===== src/rtl/updown_counter_disp.sv =====
`default_nettype none
// ============================================================================
//  Module   : updown_counter_disp
//  Purpose  : Parametrised up/down counter with synchronous load, wrap or
//             saturate behaviour at the limits and a one-cycle terminal-count
//             pulse. The count is shown in hex on a multiplexed multi-digit
//             7-segment display.
//  Ports    : CLK      - system clock, rising edge
//             RESET    - synchronous active-high reset
//             EN       - count enable, one step per cycle while high
//             UP       - direction, 1 = increment, 0 = decrement
//             LOAD     - synchronous load of LOAD_VAL (beats EN)
//             LOAD_VAL - value to load
//             OUT      - registered count
//             TC       - one-cycle pulse when a step wrapped or was blocked
//             SEGMENT  - registered segments, bit0 = a ... bit6 = g
//             DIGIT    - registered one-hot digit select, bit0 = low nibble
//  Revision : 1.0  initial release
// ============================================================================
module updown_counter_disp #(
    parameter int WIDTH          = 8,
    parameter int DIGITS         = 2,
    parameter int SATURATE       = 0,
    parameter int SCAN_DIV       = 1000,
    parameter int SEG_ACTIVE_LOW = 0
) (
    input  logic              CLK,
    input  logic              RESET,
    input  logic              EN,
    input  logic              UP,
    input  logic              LOAD,
    input  logic [WIDTH-1:0]  LOAD_VAL,
    output logic [WIDTH-1:0]  OUT,
    output logic              TC,
    output logic [6:0]        SEGMENT,
    output logic [DIGITS-1:0] DIGIT
);

    // Counter widths; a one-value range still needs a one-bit register.
    localparam int c_scan_w = (SCAN_DIV > 1) ? $clog2(SCAN_DIV) : 1;
    localparam int c_idx_w  = (DIGITS   > 1) ? $clog2(DIGITS)   : 1;
    localparam int c_pad_w  = 4 * DIGITS;

    localparam logic              c_invert    = (SEG_ACTIVE_LOW != 0);
    localparam logic              c_saturate  = (SATURATE != 0);
    localparam logic [6:0]        c_seg_zero  = 7'h3F;
    localparam logic [DIGITS-1:0] c_dig_first = DIGITS'(1);

    localparam logic [c_scan_w-1:0] c_scan_last = c_scan_w'(SCAN_DIV - 1);
    localparam logic [c_idx_w-1:0]  c_idx_last  = c_idx_w'(DIGITS - 1);

    // ------------------------------------------------------------------------
    // State
    // ------------------------------------------------------------------------
    logic [WIDTH-1:0]    r_out;
    logic                r_tc;
    logic [c_scan_w-1:0] r_scan;
    logic [c_idx_w-1:0]  r_idx;
    logic [6:0]          r_seg;
    logic [DIGITS-1:0]   r_digit;

    // ------------------------------------------------------------------------
    // Counter next-state
    // ------------------------------------------------------------------------
    logic [WIDTH-1:0] w_out_nxt;
    logic             w_tc_nxt;
    logic             w_at_max;
    logic             w_at_min;

    assign w_at_max = &r_out;
    assign w_at_min = (r_out == '0);

    always_comb begin
        w_out_nxt = r_out;
        w_tc_nxt  = 1'b0;
        if (LOAD) begin
            w_out_nxt = LOAD_VAL;
        end else if (EN) begin
            if (UP) begin
                if (w_at_max) begin
                    // Limit step: flag it, then either wrap or stay put.
                    w_tc_nxt  = 1'b1;
                    w_out_nxt = c_saturate ? r_out : '0;
                end else begin
                    w_out_nxt = r_out + WIDTH'(1);
                end
            end else begin
                if (w_at_min) begin
                    w_tc_nxt  = 1'b1;
                    w_out_nxt = c_saturate ? r_out : '1;
                end else begin
                    w_out_nxt = r_out - WIDTH'(1);
                end
            end
        end
    end

    // ------------------------------------------------------------------------
    // Display scan: free-running prescaler advances the digit index
    // ------------------------------------------------------------------------
    logic                w_scan_wrap;
    logic [c_scan_w-1:0] w_scan_nxt;
    logic [c_idx_w-1:0]  w_idx_nxt;

    assign w_scan_wrap = (r_scan == c_scan_last);
    assign w_scan_nxt  = w_scan_wrap ? '0 : r_scan + c_scan_w'(1);

    always_comb begin
        w_idx_nxt = r_idx;
        if (w_scan_wrap) begin
            w_idx_nxt = (r_idx == c_idx_last) ? '0 : r_idx + c_idx_w'(1);
        end
    end

    // ------------------------------------------------------------------------
    // Digit select and nibble pick. The display register is loaded with the
    // digit that the index moves to on this edge, so DIGIT always matches the
    // index and the nibble comes from the count held before this edge.
    // ------------------------------------------------------------------------
    logic [c_pad_w-1:0] w_out_pad;
    logic [3:0]         w_nib;
    logic [DIGITS-1:0]  w_digit_raw;

    // Zero-extension makes digits above WIDTH read as 0.
    assign w_out_pad = c_pad_w'(r_out);

    always_comb begin
        w_nib       = 4'h0;
        w_digit_raw = '0;
        for (int i = 0; i < DIGITS; i++) begin
            if (w_idx_nxt == c_idx_w'(i)) begin
                w_nib          = w_out_pad[4*i +: 4];
                w_digit_raw[i] = 1'b1;
            end
        end
    end

    // ------------------------------------------------------------------------
    // Hex to 7-segment, gfedcba, active-high
    // ------------------------------------------------------------------------
    logic [6:0] w_seg_raw;

    always_comb begin
        w_seg_raw = 7'h00;
        case (w_nib)
            4'h0: w_seg_raw = 7'h3F;
            4'h1: w_seg_raw = 7'h06;
            4'h2: w_seg_raw = 7'h5B;
            4'h3: w_seg_raw = 7'h4F;
            4'h4: w_seg_raw = 7'h66;
            4'h5: w_seg_raw = 7'h6D;
            4'h6: w_seg_raw = 7'h7D;
            4'h7: w_seg_raw = 7'h07;
            4'h8: w_seg_raw = 7'h7F;
            4'h9: w_seg_raw = 7'h6F;
            4'hA: w_seg_raw = 7'h77;
            4'hB: w_seg_raw = 7'h7C;
            4'hC: w_seg_raw = 7'h39;
            4'hD: w_seg_raw = 7'h5E;
            4'hE: w_seg_raw = 7'h79;
            4'hF: w_seg_raw = 7'h71;
            default: w_seg_raw = 7'h00;
        endcase
    end

    // Common-anode boards want both buses inverted; done before the register
    // so the pins come straight from flops.
    logic [6:0]        w_seg_pin;
    logic [DIGITS-1:0] w_digit_pin;

    assign w_seg_pin   = c_invert ? ~w_seg_raw   : w_seg_raw;
    assign w_digit_pin = c_invert ? ~w_digit_raw : w_digit_raw;

    // ------------------------------------------------------------------------
    // Registers
    // ------------------------------------------------------------------------
    always_ff @(posedge CLK) begin
        if (RESET) begin
            r_out   <= '0;
            r_tc    <= 1'b0;
            r_scan  <= '0;
            r_idx   <= '0;
            r_seg   <= c_invert ? ~c_seg_zero  : c_seg_zero;
            r_digit <= c_invert ? ~c_dig_first : c_dig_first;
        end else begin
            r_out   <= w_out_nxt;
            r_tc    <= w_tc_nxt;
            r_scan  <= w_scan_nxt;
            r_idx   <= w_idx_nxt;
            r_seg   <= w_seg_pin;
            r_digit <= w_digit_pin;
        end
    end

    assign OUT     = r_out;
    assign TC      = r_tc;
    assign SEGMENT = r_seg;
    assign DIGIT   = r_digit;

endmodule
`default_nettype wire

===== config.mk =====
export PLATFORM = sky130hd
export DESIGN_NAME = updown_counter_disp
export DESIGN_NICKNAME = d
export VERILOG_FILES = /design/src/rtl/updown_counter_disp.sv
export SDC_FILE = /design/constraint.sdc
export NUM_CORES = 1
export LEC_CHECK = 0
export BUFFER_PORTS_ARGS = -buffer_cell sky130_fd_sc_hd__buf_2
export CELL_PAD_IN_SITES_DETAIL_PLACEMENT = 1
export CELL_PAD_IN_SITES_GLOBAL_PLACEMENT = 2
export CORE_UTILIZATION = 37
export CTS_BUF_LIST = sky130_fd_sc_hd__clkbuf_16
export CTS_CLUSTER_SIZE = 12
export DETAILED_ROUTE_END_ITERATION = 8
export GPL_TIMING_DRIVEN = 1
export HOLD_SLACK_MARGIN = 0.15
export PLACE_DENSITY_LB_ADDON = 0.1
export SYNTH_ARGS = -nofsm -noshare
export SYNTH_HDL_FRONTEND = slang
export SYNTH_SLANG_ARGS = --single-unit

===== constraint.sdc =====
create_clock -name CLK -period 4.1 [get_ports CLK]
set_input_delay 0.615 -clock CLK [delete_from_list [all_inputs] [get_ports CLK]]
set_output_delay 0.615 -clock CLK [all_outputs]
set_load 0.02 [all_outputs]

==> flow_summary_export.csv <==
group,metric,value,unit
critical_path,crit_chain,"ha_1, and4b_4, a31oi_4, nor2_4, mux2i_1, inv_1, ha_1, mux2i_1, o22ai_1, nor2_1, o221ai_1, a21oi_2",
sta,finalClockSkew,0.00293,ns
global_routing,antenna_found_initial,0,
logic_synthesis,ys_seq_area_share,25.6,%
power,p_per_area,298,mW/mm^2
finish,antenna_cells,0,
drt,routed_via_density,5.71,
min_path,hold_path.class,"reg -> reg",
cts,cts_made_buffers,3,
finish,utilization,42.8,%
logic_synthesis,netlist_area,0.00219,sq mm
logic_synthesis,synthCells,263,
critical_path,rrSetupSlack,1.24,ns
global_routing,grt_pass1_wl,10000,um
global_routing,grt_start_max_net_pins,21,
cts,holdBufCountCts,0,
logic_synthesis,yosysWarnings,0,
critical_path,worst-path-stages,12,
cts,insertion_delay,0.26,ns
sta,final_hold_viol_count,0,
global_routing,grt_overflow,0,
sta,rsz0062_at_grt,"no",
global_routing,grt_pass1_vias,2007,
logic_synthesis,async_flop_share,0,%
floorplanning,core,0.00561,sq mm
critical_path,slowest_delay,0.38,ns
floorplanning,rows,27,
logic_synthesis,synth-edff-count,0,
floorplanning,dieArea,0.00623,sq mm
drt,drtIter0Drc,88,
finish,drive_gt1_share,19.5,%
placed_design,place_area,0.00233,sq mm
job,drv_cap,0,
critical_path,rr_startpoint,"r_scan[0]$_SDFF_PP0_",
power,vdd_ir_drop_max,0.000141,V
critical_path,crit_path_start_kind,"flop",
min_path,min_path_cells,1,
outcome,outcome,"finished, final reports clean",
finish,fin_nets,303,
min_path,whs_endpoint,"r_scan[0]$_SDFF_PP0_",
placed_design,dp_cells,346,
critical_path,crit_arrival,3.06,ns
cts,cts_sinks,28,
sta,fin_crit_sh,69.6,%
finish,mostFrequentLayoutCells,"buf_2 (30), dfxtp_1 (28), nand2_1 (22), nor2_1 (21), nand3_1 (17)",
cts,cts_buffer_depth,2,
floorplanning,start_util,39.0,%
global_routing,track_usage,21.0,%
critical_path,criticalPathCategory,"reg -> reg",
placed_design,dp_hpwl,4470,um
logic_synthesis,synth_seq_cells,28,
critical_path,end_kind,"flop",
drt,drt_first_pass_iters,4,
sta,drv_slew,0,
placed_design,place_ws,1.23,ns
critical_path,critical_path.top_delay_family,"simple AND/OR/NAND/NOR gates",
cts,root_buffer,"clkbuf_16",
drt,drcViolationCount,0,
logic_synthesis,synthFlopType,"dfxtp_1",
finish,area_growth,9.78,%
floorplanning,fp.dieH,78.9,um
placed_design,place.gp.congestion,0.871,
logic_synthesis,synth_cell_types,66,
cts,cts_resized,0,
min_path,worstHoldStart,"r_scan[0]$_SDFF_PP0_",
critical_path,worstReg2RegEnd,"SEGMENT[6]$_SDFF_PP0_",
cts,post_cts_buffers,0,
cts,h-tree-depth,1,
drt,ant_nets,0,
critical_path,cp.required,4.30,ns
sta,tightest_slew,0.725,ns
critical_path,crit_slowest_cell,"mux2i_1",
critical_path,path_buf_inv,1,
logic_synthesis,synth_nets,287,
placed_design,portBuffers,30,
critical_path,rr_worst_depth,12,
sta,fin_crit,2.86,ns
cts,cts_tree,"done",
power,power.leakage,0.990,nW
sta,max_freq,350,MHz
finish,fill_cells,711,
finish,layout_commonest_cell,"buf_2",
critical_path,cp_max_fo,7,
finish,stdcell_count,349,
cts,clk_pin_slew,0.07,ns
sta,slew_headroom,51.6,%
drt,finalWirelength,6020,um
finish,final_area,0.00240,sq mm
sta,setup_viol,0,
drt,vias,1994,
floorplanning,io_pins,31,
sta,finalWorstSetupSlack,1.24,ns
logic_synthesis,postSynthAreaPerCell,8.32,sq um
sta,setup_tns,0,ns
floorplanning,die_w,78.9,um
drt,wl_per_cell,17.2,um
==> stage by stage <==
stage / power [mW] / hold slack, ns
CTS: 0.730 / 0.471
global route: 0.766 / 0.486
detailed placement: 0.501 / 0.455
global placement: 0.500 / 0.447
floorplan: 0.450 / 0.430
finish: 0.717 / 0.465
==> flip-flops by register name, summed over array words and instances, names as in the netlist <==
name     count
r_scan      10
OUT          8
TC           1
DIGIT        1
r_idx        1
SEGMENT      7
==> cell usage after synthesis, drive strengths merged, types with 6 or more instances <==
library cell / n / share of area, %
ha: 11 / 6.3
a21oi: 14 / 3.4
nand2: 23 / 4.1
nor3: 6 / 1.9
buf: 12 / 3.4
nand3: 17 / 3.9
clkbuf: 7 / 1.2
o21ai: 12 / 2.9
nand4: 7 / 3.4
inv: 16 / 2.7
dfxtp: 28 / 26
xor2: 6 / 2.4
nand2b: 7 / 2.0
xnor2: 8 / 3.2
nor2: 22 / 4.1
==> worst max path at each step <==
| stage | from | slack, ns | to |
|---|---|---|---|
| 2_1_floorplan | r_scan[0]$_SDFF_PP0_ | 1.55 | SEGMENT[6]$_SDFF_PP0_ |
| 3_3_place_gp | r_scan[0]$_SDFF_PP0_ | 1.34 | SEGMENT[6]$_SDFF_PP0_ |
| 3_5_place_dp | r_scan[0]$_SDFF_PP0_ | 1.23 | SEGMENT[6]$_SDFF_PP0_ |
| 4_1_cts | r_scan[0]$_SDFF_PP0_ | 1.22 | SEGMENT[6]$_SDFF_PP0_ |
| 5_1_grt | r_scan[0]$_SDFF_PP0_ | 0.99 | SEGMENT[6]$_SDFF_PP0_ |
| 6_report | r_scan[0]$_SDFF_PP0_ | 1.24 | SEGMENT[6]$_SDFF_PP0_ |
==> where the power goes <==
| group | switching (mW) | internal (mW) |
|---|---|---|
| sequential | 0.0361 | 0.287 |
| clock | 0.0941 | 0.130 |
| combinational | 0.0971 | 0.0722 |
==> cell type report <==
cell class              instances  area [sq um]  area share (%)
clock buffers                   3          75.1            3.13
inverters                      16          60.1            2.50
multi-input cells             200          1470            61.0
flip-flops and latches         28           561            23.3
well taps                      72          90.1            3.75
repair buffers                 30           150            6.25
==> per-layer routing <==
layer / vias up / wire [um] / track usage, %
met1: 966 / 2760 / 25.4
met3: 11 / 155 / 3.10
met5: - / 0 / 0
met2: 31 / 2970 / 37.2
met4: 0 / 136 / 8.00
li1: 986 / - / -
==> logic make-up (layout without fill, tap and decap cells) <==
kind of cell               Yosys count  in the layout  share of synthesized area, %
AOI/OAI and AO/OA                   67             67                          23.9
xor gates and xnor gates            14             14                          5.60
adders and majority gates           11             11                          6.29
buffers and inverters               35             49                          7.38
DFF                                 28             28                          25.6
muxes                                7              7                          3.66
and+or+nand+nor                    101            101                          27.6
Note: power is estimated with default switching activity, not from simulation.
